<file path="src/rtl/bf_fetch_controller.sv">
// Instruction fetch/sequencing front end for the brainfuck processor.
// Walks a registered program ROM, resolves loops locally and issues data/IO opcodes.
module bf_fetch_controller #(
    parameter int unsigned ADDR_WIDTH  = 4,
    parameter int unsigned STACK_DEPTH = 8
) (
    input  logic                  clk,
    input  logic                  resetN,
    output logic [ADDR_WIDTH-1:0] romAddr,
    input  logic [7:0]            romData,
    output logic [7:0]            instrOut,
    output logic                  instrValid,
    input  logic                  instrReady,
    input  logic                  cellZero,
    output logic                  halted,
    output logic                  error
);

    localparam int unsigned SP_W  = $clog2(STACK_DEPTH + 1);
    localparam int unsigned IDX_W = (STACK_DEPTH > 1) ? $clog2(STACK_DEPTH) : 1;

    localparam logic [7:0] OP_END   = 8'h00;
    localparam logic [7:0] OP_INC   = 8'h2B;
    localparam logic [7:0] OP_DEC   = 8'h2D;
    localparam logic [7:0] OP_LEFT  = 8'h3C;
    localparam logic [7:0] OP_RIGHT = 8'h3E;
    localparam logic [7:0] OP_OUT   = 8'h2E;
    localparam logic [7:0] OP_IN    = 8'h2C;
    localparam logic [7:0] OP_LOOP  = 8'h5B;
    localparam logic [7:0] OP_BACK  = 8'h5D;

    typedef enum logic [2:0] {
        S_FETCH,
        S_DECODE,
        S_ISSUE,
        S_SKIP_FETCH,
        S_SKIP_DECODE,
        S_HALT
    } state_t;

    state_t                r_state, w_state_nxt;
    logic [ADDR_WIDTH-1:0] r_pc, w_pc_nxt;
    logic [7:0]            r_instr, w_instr_nxt;
    logic                  r_valid, w_valid_nxt;
    logic                  r_halted, w_halted_nxt;
    logic                  r_error, w_error_nxt;
    logic [SP_W-1:0]       r_sp, w_sp_nxt;
    logic [SP_W-1:0]       r_depth, w_depth_nxt;
    logic [ADDR_WIDTH-1:0] r_stack [STACK_DEPTH];
    logic                  w_push;

    logic [ADDR_WIDTH-1:0] w_pc_inc;
    logic [ADDR_WIDTH-1:0] w_top;
    logic                  w_pc_last;
    logic                  w_stack_full;
    logic                  w_stack_empty;

    assign w_pc_inc      = r_pc + ADDR_WIDTH'(1);
    assign w_pc_last     = &r_pc;
    assign w_top         = r_stack[IDX_W'(r_sp - SP_W'(1))];
    assign w_stack_full  = (r_sp == SP_W'(STACK_DEPTH));
    assign w_stack_empty = (r_sp == SP_W'(0));

    // State and output registers
    always_ff @(posedge clk) begin
        if (!resetN) begin
            r_state  <= S_FETCH;
            r_pc     <= '0;
            r_instr  <= 8'h00;
            r_valid  <= 1'b0;
            r_halted <= 1'b0;
            r_error  <= 1'b0;
            r_sp     <= '0;
            r_depth  <= '0;
        end else begin
            r_state  <= w_state_nxt;
            r_pc     <= w_pc_nxt;
            r_instr  <= w_instr_nxt;
            r_valid  <= w_valid_nxt;
            r_halted <= w_halted_nxt;
            r_error  <= w_error_nxt;
            r_sp     <= w_sp_nxt;
            r_depth  <= w_depth_nxt;
        end
    end

    // Return-address storage; entries above the stack pointer are don't-care
    always_ff @(posedge clk) begin
        if (w_push) begin
            r_stack[IDX_W'(r_sp)] <= r_pc;
        end
    end

    always_comb begin
        w_state_nxt  = r_state;
        w_pc_nxt     = r_pc;
        w_instr_nxt  = r_instr;
        w_valid_nxt  = r_valid;
        w_halted_nxt = r_halted;
        w_error_nxt  = r_error;
        w_sp_nxt     = r_sp;
        w_depth_nxt  = r_depth;
        w_push       = 1'b0;

        case (r_state)
            S_FETCH: w_state_nxt = S_DECODE;

            S_DECODE: begin
                case (romData)
                    OP_END: w_state_nxt = S_HALT;
                    OP_INC, OP_DEC, OP_LEFT, OP_RIGHT, OP_OUT, OP_IN: begin
                        w_instr_nxt = romData;
                        w_valid_nxt = 1'b1;
                        w_state_nxt = S_ISSUE;
                    end
                    OP_LOOP: begin
                        if (!cellZero) begin
                            if (w_stack_full) begin
                                w_error_nxt = 1'b1;
                                w_state_nxt = S_HALT;
                            end else if (w_pc_last) begin
                                w_state_nxt = S_HALT;
                            end else begin
                                w_push      = 1'b1;
                                w_sp_nxt    = r_sp + SP_W'(1);
                                w_pc_nxt    = w_pc_inc;
                                w_state_nxt = S_FETCH;
                            end
                        end else if (w_pc_last) begin
                            w_error_nxt = 1'b1;
                            w_state_nxt = S_HALT;
                        end else begin
                            w_depth_nxt = SP_W'(1);
                            w_pc_nxt    = w_pc_inc;
                            w_state_nxt = S_SKIP_FETCH;
                        end
                    end
                    OP_BACK: begin
                        if (w_stack_empty) begin
                            w_error_nxt = 1'b1;
                            w_state_nxt = S_HALT;
                        end else if (!cellZero) begin
                            // Resume at the first byte after the matching '['
                            w_pc_nxt    = w_top + ADDR_WIDTH'(1);
                            w_state_nxt = S_FETCH;
                        end else begin
                            w_sp_nxt = r_sp - SP_W'(1);
                            if (w_pc_last) begin
                                w_state_nxt = S_HALT;
                            end else begin
                                w_pc_nxt    = w_pc_inc;
                                w_state_nxt = S_FETCH;
                            end
                        end
                    end
                    default: begin
                        if (w_pc_last) begin
                            w_state_nxt = S_HALT;
                        end else begin
                            w_pc_nxt    = w_pc_inc;
                            w_state_nxt = S_FETCH;
                        end
                    end
                endcase
            end

            S_ISSUE: begin
                if (instrReady) begin
                    w_valid_nxt = 1'b0;
                    if (w_pc_last) begin
                        w_state_nxt = S_HALT;
                    end else begin
                        w_pc_nxt    = w_pc_inc;
                        w_state_nxt = S_FETCH;
                    end
                end
            end

            S_SKIP_FETCH: w_state_nxt = S_SKIP_DECODE;

            S_SKIP_DECODE: begin
                if (romData == OP_END ||
                    (romData == OP_LOOP && r_depth == SP_W'(STACK_DEPTH)) ||
                    w_pc_last) begin
                    w_error_nxt = 1'b1;
                    w_state_nxt = S_HALT;
                end else begin
                    w_pc_nxt    = w_pc_inc;
                    w_state_nxt = S_SKIP_FETCH;
                    if (romData == OP_LOOP) begin
                        w_depth_nxt = r_depth + SP_W'(1);
                    end else if (romData == OP_BACK) begin
                        w_depth_nxt = r_depth - SP_W'(1);
                        if (r_depth == SP_W'(1)) begin
                            w_state_nxt = S_FETCH;
                        end
                    end
                end
            end

            S_HALT: w_state_nxt = S_HALT;

            default: w_state_nxt = S_HALT;
        endcase

        if (w_state_nxt == S_HALT) begin
            w_halted_nxt = 1'b1;
            w_valid_nxt  = 1'b0;
        end
    end

    assign romAddr    = r_pc;
    assign instrOut   = r_instr;
    assign instrValid = r_valid;
    assign halted     = r_halted;
    assign error      = r_error;

endmodule

</file>
<file path="config.mk">
export PLATFORM = sky130hd
export DESIGN_NAME = bf_fetch_controller
export DESIGN_NICKNAME = d
export VERILOG_FILES = /design/src/rtl/bf_fetch_controller.sv
export SDC_FILE = /design/constraint.sdc
export NUM_CORES = 1
export LEC_CHECK = 0
export CORE_ASPECT_RATIO = 2
export CORE_MARGIN = 2
export CORE_UTILIZATION = 45
export CTS_CLUSTER_DIAMETER = 100
export DETAILED_ROUTE_END_ITERATION = 6
export DONT_BUFFER_PORTS = 1
export SLEW_MARGIN = 10
export SYNTH_ARGS = -nofsm -noshare
export SYNTH_HDL_FRONTEND = slang
export SYNTH_SLANG_ARGS = --single-unit
</file>
<file path="constraint.sdc">
create_clock -name clk -period 4.3 [get_ports clk]
set_input_delay 0.215 -clock clk [delete_from_list [all_inputs] [get_ports clk]]
set_output_delay 0.215 -clock clk [all_outputs]
set_load 0.01 [all_outputs]
</file>
### Yosys cells after proc, flatten, opt, wreduce, memory -nomap -nowiden

Memories as Yosys holds them, arrays and structs flattened.
Index checks and enable logic that the tools add are counted.

* mux-type cells: 52
* add/subtract/negate cells: 6
* reductions and logical operators: 20
* bitwise logic cells: 1
* eq/ne operators: 36

Operators by type and width (number)
* $mux 4: 18
* $eq 8x6->1 const B: 6
* $ne 2x2->1 const B: 13
* $mux 3: 8
* $pmux 4 s3: 2
* $reduce_and 6->1: 3
* $add 4x1->4 const B: 4
* $eq 8x7->1 const B: 2
* $pmux 4 s2: 2
* $pmux 3 s5: 1
* $mux 1: 14
* $ne 3x3->1 const B: 4
* $ne 4x4->1 const B: 3
* $pmux 3 s4: 1
* $eq 4x4->1 const B: 2
* $logic_not 8->1: 1
* $sub 4x1->4 const B: 2
* $reduce_and 7->1: 1
* $reduce_or 7->1: 1
* $eq 3x2->1 const B: 2
* $eq 3x3->1 const B: 2
* $mux 2: 3
* $pmux 1 s2: 3
* $reduce_bool 2->1: 3
* 13 further kinds: 14

* RAM bits: 32
* memories: 1
* output and inout bits: 15
* register bits after elaboration: 26
* word-level logic and storage cells: 124

Memory list
* r_stack: depth 8, bits a word 4, rd ports 1, clocked after memory_dff 0, write ports 1, line 49 `logic [ADDR_WIDTH-1:0] r_stack [STACK_DEPTH];`

### Longest topological paths before layout

* word-level depth: 8
* mapped depth: 13

### Worst setup path before layout

Ideal clock, no wire load.

* path kind: reg2reg
* start point: reg r_sp[0]
* end point: reg r_pc[2] (netlist: romAddr[2])
* period minus slack after synthesis: 3.245 ns
* data required time: 4.181 ns
* arrival time: 3.126 ns
* setup slack: 1.055 ns
* stages on the path, launching flop included: 13
* cell sequence: dfxtp_1 clkbuf_1 clkbuf_1 inv_1 ha_1 xor2_1 mux4_2 mux2i_1 inv_1 ha_1 xor2_1 o21ai_0 o221a_2

* word-level cells in the longest chain between the ends: 7

RTL lines
* start: declaration: line 47 `logic [SP_W-1:0] r_sp, w_sp_nxt;`
* start signal: assignment: line 82 `r_sp <= w_sp_nxt;`
* $sub 4x1->4
* $mem_v2 8x4
* $add 4x1->4: line 144 `w_pc_nxt = w_top + ADDR_WIDTH'(1);`
* $mux 4: line 142 `end else if (!cellZero) begin`
* $mux 4: line 139 `if (w_stack_empty) begin`
* $pmux 4 s3: line 109 `case (romData)`
* $pmux 4 s3: line 105 `case (r_state)`
* end signal: assignment: line 77 `r_pc <= w_pc_nxt;`
* end: declaration: line 42 `logic [ADDR_WIDTH-1:0] r_pc, w_pc_nxt;`

Parallel ways exist; a longest one is shown, timed or not. The select of a mux whose other input is x is not followed.
A chain may end at the register's enable or synchronous reset.

### Worst setup path after layout

Same ends and word-level chain as after synthesis.

==> results.md <==
- Post-synth EDFFs: 32
- Slowest CP cell: dfxtp_1
- Final hold violation count: 0
- Status: finished clean
- Final slew viol count: 0
- Post-DP Area: roughly 0.0031 sq mm
- Worst EP required: 4530 ps
- Reg2Reg Depth: 10
- Period utilization: 81.3%
- Fmax: around 290 MHz
- Synth Register Bits: 58
- Starting Density: 46.5%
- Core ar.: between 0.006 and 0.007 sq mm
- Rows: 42
- DP HPWL: 6.02 mm
- First-pass GRT wire length: approximately 13 mm
- Diodes inserted: 0
- Area fraction of the dominant cell type after synthesis: a little under a third
- CTS tree: yes
- Sequential area share after synthesis: roughly half
- IO Count: 27
- Reg clk slew, reported paths: ~50 ps
- Setup ws final: between 800 and 900 ps
- Max FO, Critical Path: 17
- Peak supply drop: 275 uV
- Share of post-route cells with drive strength above 1: a little under a tenth
- Worst slew margin: 49.5%
- PD cells: 405 mW/mm^2
- Die X: between 60 and 70 um
- Final ANT Viol Nets: 0
- RSZ-0062 raised after global routing: no
- Worst-margin pin slew: between 700 and 800 ps
- # DRC: 0
- CP Class: register to register
- Initial antenna violation count: 0
- Vias per Instance: ~6
- Final setup viols: 0
- Max-Cap Viols: 0
- Vias in the first global route: 2431
- Distinct cells, synth: 52
- Leak Pwr: 1.20 nW
- Pwr Total: roughly 1.4 mW
- Max Root-Sink Buffers: 2
- 1st-pass router iterations: 4
- Root buffer cell: clkbuf_16
- Clk_skew: approximately 5 ps
- CP arrival: between 3000 and 4000 ps
- Net count after synthesis: between 300 and 400
- Final WL: slightly below 8 mm
- DR vias: roughly 2400
- Critical path's largest stage delay: roughly 750 ps
- DR iter-0 viols: between 100 and 150
- Worst-skew pair later-pin latency: about 330 ps
- Largest net degree at the start of global routing: 18
- Total track usage: approximately 23%
- Setup TNS: 0 ps
- Yosys top cell by area: edfxtp_1
- Asr flop ratio synth: 0%
- Worst-path cell chain: inv_1 -> ha_1 -> xor2_1 -> mux4_2 -> mux2i_1 -> inv_1 -> ha_1 -> xor2_1 -> o21ai_0 -> o221a_2
- Tmin final: about 3500 ps
- IO buf count: 0
- Synth area leaders: edfxtp_1 (31%), dfxtp_1 (17%), mux4_2 (4.4%)
- CTS sink count: between 50 and 60
- Inserted Clock Buffers: 9
- Nets: 320
- Routability congestion estimate: 0.940
- Worst hold path depth: 1
- Die height: roughly 120 um
- Htree depth: 3
- Predominant post-synthesis flop cell: edfxtp_1
- Critical path startpoint category: register
- HP Class: input port to register
- Routed len/inst: roughly 20 um
- Area growth, synth to finish: 12.5%
- Mean Syn Cell Area: ~10 sq um
- Placement Setup Slack: ~800 ps
- Mapped Area: ~0.003 sq mm
- Area of the die: 0.00756 sq mm
- Crit. End Element: register
- Fin area: roughly 0.0035 sq mm
- Synth warn: 0
- Synthesized instance count: approximately 300
- Gr ovfl total: 0
- Fin Hold WS: 14.0 ps
==> synthesized netlist by cell type (all sizes together), types with 2 or more instances <==
| master | count |
|---|---|
| xnor2 | 8 |
| inv | 10 |
| xor2 | 3 |
| mux2 | 2 |
| o31ai | 2 |
| nor3b | 8 |
| or4 | 4 |
| nand3 | 8 |
| or3 | 3 |
| nand4 | 10 |
| ha | 8 |
| nor4bb | 3 |
| clkbuf | 11 |
| o211a | 3 |
| mux2i | 9 |
| o211ai | 2 |
| mux4 | 6 |
| buf | 3 |
| a21oi | 17 |
| and2 | 4 |
| nor4 | 3 |
| nor2 | 27 |
| nor3 | 7 |
| dfxtp | 26 |
| nand2 | 30 |
| a211oi | 6 |
| nand3b | 2 |
| edfxtp | 32 |
| o21ai | 13 |
| nand2b | 5 |
| and3 | 3 |
| or3b | 3 |
| nand4b | 2 |
| a31oi | 4 |
==> layout make-up <==
class,instances,area (sq um)
inverter,10,37.5
clock inverter,5,77.6
clock buffer,11,243
multi-input combinational,219,1500
tap,88,110
sequential,58,1480
timing repair buffer,2,17.5
fill,653,3160
==> worst max-delay path: cells and delay by family (launching register included) <==
kind / cells / cell delay [ps]
AO/OA/AOI/OAI: 2 / 370
multiplexers: 2 / 840
adder cells (fa/ha/maj): 2 / 530
XOR/XNOR: 2 / 580
buffers and inverters: 2 / 330
flip-flops: 1 / 750
==> state kept, by name, summed over array words and instances (netlist names) <==
register,cells
romAddr,4
r_stack,32
r_depth,4
instrValid,1
r_state,3
halted,1
r_sp,4
instrOut,8
error,1
==> cells by family (layout without fill, tap and decap cells) <==
| family | after synthesis | count (layout) | share of synthesized area, % |
|---|---|---|---|
| AND/OR/NAND/NOR | 126 | 126 | 22.2 |
| flip-flops | 58 | 58 | 48.1 |
| AO/OA/AOI/OAI | 57 | 57 | 12.0 |
| buffers and inverters | 24 | 28 | 3.25 |
| multiplexers | 17 | 17 | 8.05 |
| XOR/XNOR | 11 | 11 | 3.13 |
| adder cells (fa/ha/maj) | 8 | 8 | 3.25 |
==> metal layers <==
| layer | track usage (%) | part of all wire, % |
|---|---|---|
| met5 | 0 | 0 |
| met4 | 15.8 | 4.2 |
| met3 | 5.66 | 3.9 |
| met2 | 44.0 | 59 |
| met1 | 20.3 | 32 |
==> path summary, 6_finish.rpt <==
path,from,to,slack [ps]
worst max-delay path,r_sp[0],romAddr[2],800
worst min-delay path,resetN,halted,10
worst max register to register,r_sp[0],romAddr[2],800
worst min register to register,error,error,490
==> metrics by stage <==
stage / cells / util (%)
floorplan: 301 / -
detailed placement: 376 / 47.3
finish: 393 / 52.3
CTS: 393 / 52.3
global placement: 376 / 47.3
global route: 393 / 52.3
==> report_power, final <==
part           total (mW)  internal (mW)  leakage, nW  switching, mW
registers           0.607          0.591        0.526         0.0161
logic              0.0361         0.0155        0.516         0.0205
clock network       0.761          0.520        0.156          0.241
==> cell usage in the layout (no fill, tap or decap), drive strengths merged, types with 5 or more instances in the layout <==
| cell | n |
|---|---|
| a21oi | 17 |
| nand3 | 8 |
| o21ai | 13 |
| inv | 10 |
| nor3b | 8 |
| nand2b | 5 |
| a211oi | 6 |
| nand2 | 30 |
| xnor2 | 8 |
| nor2 | 27 |
| nand4 | 10 |
| edfxtp | 32 |
| dfxtp | 26 |
| nor3 | 7 |
| ha | 8 |
| mux4 | 6 |
| clkbuf | 11 |
| mux2i | 9 |
==> timing repair <==
action	4_1_cts	5_1_grt
setup endpoints to repair	0	0
buffers inserted	0	0
hold endpoints to repair	2	0
hold buffers	1	0
resized for setup	0	0
(Power assumes the default switching activity.)
